<file path="config.mk">
export PLATFORM = sky130hd
export DESIGN_NAME = uart_tx_serializer
export DESIGN_NICKNAME = d
export VERILOG_FILES = /design/src/rtl/uart_tx_serializer.sv
export SDC_FILE = /design/constraint.sdc
export NUM_CORES = 1
export LEC_CHECK = 0
export ABC_AREA = 1
export CAP_MARGIN = 30
export CORE_MARGIN = 8
export CORE_UTILIZATION = 40
export CTS_BUF_LIST = sky130_fd_sc_hd__clkbuf_16
export CTS_CLUSTER_DIAMETER = 200
export CTS_CLUSTER_SIZE = 20
export DETAILED_ROUTE_END_ITERATION = 16
export GPL_TIMING_DRIVEN = 0
export PLACE_DENSITY = 0.73
export SYNTH_ARGS = -nofsm -noshare
export SYNTH_HDL_FRONTEND = slang
export SYNTH_SLANG_ARGS = --single-unit
</file>
<file path="constraint.sdc">
create_clock -name CLK -period 3 [get_ports CLK]
set_clock_uncertainty 0.1 [all_clocks]
set_input_delay 0.45 -clock CLK [delete_from_list [all_inputs] [get_ports CLK]]
set_output_delay 0.45 -clock CLK [all_outputs]
set_load 0.03 [all_outputs]
</file>
<file path="src/rtl/uart_tx_serializer.sv">
// UART frame serializer: start bit, BUS_WIDTH data bits LSB first, optional
// parity bit, stop bit, one bit per baud-rate clock. Outputs are registered.
module uart_tx_serializer #(
  parameter int BUS_WIDTH = 8
) (
  input  logic                 CLK,
  input  logic                 RST,
  input  logic                 Data_Valid,
  input  logic [BUS_WIDTH-1:0] P_DATA,
  input  logic                 PAR_EN,
  input  logic                 PAR_BIT,
  output logic                 TX_OUT,
  output logic                 Busy
);

  localparam int CNT_W = (BUS_WIDTH > 1) ? $clog2(BUS_WIDTH) : 1;
  localparam logic [CNT_W-1:0] LAST_BIT = CNT_W'(BUS_WIDTH - 1);

  typedef enum logic [2:0] {
    IDLE   = 3'd0,
    START  = 3'd1,
    DATA   = 3'd2,
    PARITY = 3'd3,
    STOP   = 3'd4
  } state_t;

  state_t               state, state_next;
  logic [CNT_W-1:0]     cnt, cnt_next;
  logic [BUS_WIDTH-1:0] shift, shift_next;
  logic                 par, par_next;
  logic                 par_en, par_en_next;
  logic                 tx_next;
  logic                 busy_next;

  always_ff @(posedge CLK or posedge RST) begin
    if (RST) begin
      state  <= IDLE;
      cnt    <= '0;
      shift  <= '0;
      par    <= 1'b0;
      par_en <= 1'b0;
      TX_OUT <= 1'b1;
      Busy   <= 1'b0;
    end else begin
      state  <= state_next;
      cnt    <= cnt_next;
      shift  <= shift_next;
      par    <= par_next;
      par_en <= par_en_next;
      TX_OUT <= tx_next;
      Busy   <= busy_next;
    end
  end

  // tx_next/busy_next describe the line level for the cycle after this edge,
  // so every output is a pure register with no path from the inputs.
  always_comb begin
    state_next  = state;
    cnt_next    = cnt;
    shift_next  = shift;
    par_next    = par;
    par_en_next = par_en;
    tx_next     = TX_OUT;
    busy_next   = Busy;

    unique case (state)
      IDLE: begin
        tx_next   = 1'b1;
        busy_next = 1'b0;
        if (Data_Valid) begin
          shift_next  = P_DATA;
          par_en_next = PAR_EN;
          cnt_next    = '0;
          state_next  = START;
          tx_next     = 1'b0;
          busy_next   = 1'b1;
        end
      end

      START: begin
        // The parity block registered PAR_BIT on the strobe edge; it is valid now.
        par_next   = PAR_BIT;
        state_next = DATA;
        tx_next    = shift[0];
      end

      DATA: begin
        shift_next = {1'b0, shift[BUS_WIDTH-1:1]};
        if (cnt == LAST_BIT) begin
          cnt_next = '0;
          if (par_en) begin
            state_next = PARITY;
            tx_next    = par;
          end else begin
            state_next = STOP;
            tx_next    = 1'b1;
          end
        end else begin
          cnt_next = cnt + 1'b1;
          tx_next  = shift[1];
        end
      end

      PARITY: begin
        state_next = STOP;
        tx_next    = 1'b1;
      end

      STOP: begin
        state_next = IDLE;
        tx_next    = 1'b1;
        busy_next  = 1'b0;
      end

      default: begin
        state_next = IDLE;
        tx_next    = 1'b1;
        busy_next  = 1'b0;
      end
    endcase
  end

endmodule
</file>
==> metrics.yaml <==
insertedDiodeCount: 0
synthCells: 119
drc_errors: 0
hold_viol: 0
wl_per_cell_um: 12.1
portBuffers: 14
drt_iter0_drc: 30
post_cts_buffers: 0
startpoint_type: "flop"
via_count: 816
viasPerCell: 4.95
die_w_um: 65.0
cts_tree: "done"
clk_pin_slew_ns: 0.05
finalCriticalPeriod_ns: 1.96
cts_resized: 0
crit_path_end_kind: "output port"
p_leak_nw: 0.639
cts_max_level: 1
max_freq_mhz: 509
arrival_ns: 1.41
peakVddDrop_mv: 0.629
die-area_sq_um: 4230
finish.net_count: 153
cts_made_buffers: 3
dpl.hpwl_um: 1440
crit_required_ns: 2.45
overflow: 0
antenna_found_initial: 0
core-area_sq_um: 2230
finalPower_mw: 1.32
grt_pass1_wl_um: 3420
cp_cell_sequence: "clkdlybuf4s50_1"
clock_latency_ns: 0.25
drt_first_pass_iters: 4
clk_path_buf_depth: 2
synth_seq_cells: 18
slowest_delay_ns: 0.66
grt_max_degree: 19
drive_above_1_share: 0.117
grt_pass1_vias: 797
instances_no_fill: 165
routed_wl_um: 2000
grt_setup_unrepaired: "false"
clkSinkCount: 18
cp_max_fo: 1
rows: 17
setup_tns_ns: 0
placed_cells: 161
synth_warnings: 0
ys_types: 20
root_buffer: "clkbuf_16"
slew_headroom: 0.530
critPathKind: "reg2out"
track_usage: 0.0978
cts_hold_buf: 0
setup_violations: 0
critPathSlowestCell: "clkdlybuf4s50_1"
synthesis.area_sq_um: 961
gp_congestion: 0.771
syn_to_final_growth_pct: 26.4
final_core_util: 0.544
syn_nets: 134
critPathBufInv: 1
cpLargestDelayFamily: "buffers and inverters"
maxCapViolCount: 0
power_per_cell_area_nw_per_um2: 1090
die_h_um: 65.0
fin_crit_sh: 0.655
finalMaxSlewViolations: 0
detail-route-antenna-nets: 0
tightest_slew_ns: 0.704
io_pins: 15
start_util: 0.430
hold_path_class: "reg2reg"
seq_area_frac_synth: 0.470
avgSynthCellArea_sq_um: 8.07
status: "finished, final reports clean"
[final timing paths]
kind | from | endpoint | slack (ns) | cells past startpoint
min in group asynchronous | RST | shift[3] | 0.51 | 2
max reg2reg | state[1] | shift[4] | 1.59 | 5
max in group asynchronous | RST | par | 1.84 | 2
min reg2reg | shift[7] | shift[7] | 0.40 | 2
max | TX_OUT | TX_OUT | 1.04 | 1
min | shift[7] | shift[7] | 0.40 | 2
[cell families (layout without fill, tap and decap cells)]
group                    after synthesis  count (layout)  share of synthesized area
AND/OR/NAND/NOR                       79              79                      0.392
flip-flops                            18              18                      0.470
buffers and inverters                 13              31                     0.0755
AO/OA/AOI/OAI                          7               7                     0.0365
adder cells (fa/ha/maj)                2               2                     0.0260
[per-layer routing]
metal / track usage / vias to the layer above / wire length (um)
li1: - / 419 / -
met1: 0.119 / 378 / 960
met2: 0.161 / 17 / 928
met3: 0.0378 / 2 / 99
met4: 0.0163 / 0 / 8
met5: 0 / - / 0
[sequential cells by signal (all words and copies together) (netlist names)]
register,cells
Busy,1
shift,8
cnt,3
TX_OUT,1
par_en,1
state,3
par,1
[metrics by stage]
stage          worst slack (ns)  area (sq um)  hold slack [ns]
2_1_floorplan              1.66           961            0.288
3_5_place_dp               1.29          1140            0.394
5_1_grt                    1.01          1210            0.437
3_3_place_gp               1.30          1140            0.380
4_1_cts                    1.03          1210            0.409
6_report                   1.04          1210            0.403
[power by group]
part	leakage [nW]	internal [mW]	switching, mW
logic	0.371	0.233	0.368
registers	0.226	0.362	0.0957
clock network	0.0423	0.177	0.0886
total	0.639	0.772	0.553
[layout by cell type (no fill, tap or decap)]
cell type        synthesis  layout
dfrtp_1                 17      17
nor2_8                   1       1
a21oi_1                  2       2
nand2_1                 45      45
dfstp_2                  1       1
buf_6                    1       1
clkbuf_16                0       3
clkdlybuf4s50_1          0      14
nand3_1                 24      24
nand2_2                  1       1
inv_1                    8       9
inv_4                    2       2
o21ai_1                  2       2
nor2_2                   1       1
ha_1                     2       2
o21ai_0                  3       3
or2_2                    1       1
nand3_4                  1       1
nor2_1                   3       3
inv_2                    1       1
buf_8                    1       1
nand3_2                  2       2
[synthesized netlist by cell type]
library cell / instances / share of area
nand3_4: 1 / 0.018
dfstp_2: 1 / 0.027
nor2_1: 3 / 0.012
inv_1: 8 / 0.031
inv_4: 2 / 0.013
nand2_2: 1 / 0.0065
nand3_2: 2 / 0.021
inv_2: 1 / 0.0039
a21oi_1: 2 / 0.010
or2_2: 1 / 0.0065
o21ai_1: 2 / 0.010
buf_8: 1 / 0.016
ha_1: 2 / 0.026
nand2_1: 45 / 0.18
o21ai_0: 3 / 0.016
nor2_2: 1 / 0.0065
nand3_1: 24 / 0.13
buf_6: 1 / 0.012
nor2_8: 1 / 0.021
dfrtp_1: 17 / 0.44
[cell type report]
class                   instances  area (sq um)
clock buffers                   3          75.1
well taps                      28          35.0
flip-flops and latches         18           452
fillers                       219          1020
plain buffers                   2          26.3
repair buffers                 14           140
multi-input cells              88           437
clock inverters                 1          3.75
inverters                      11          46.3
No activity file was read; power rests on OpenSTA's default activity.
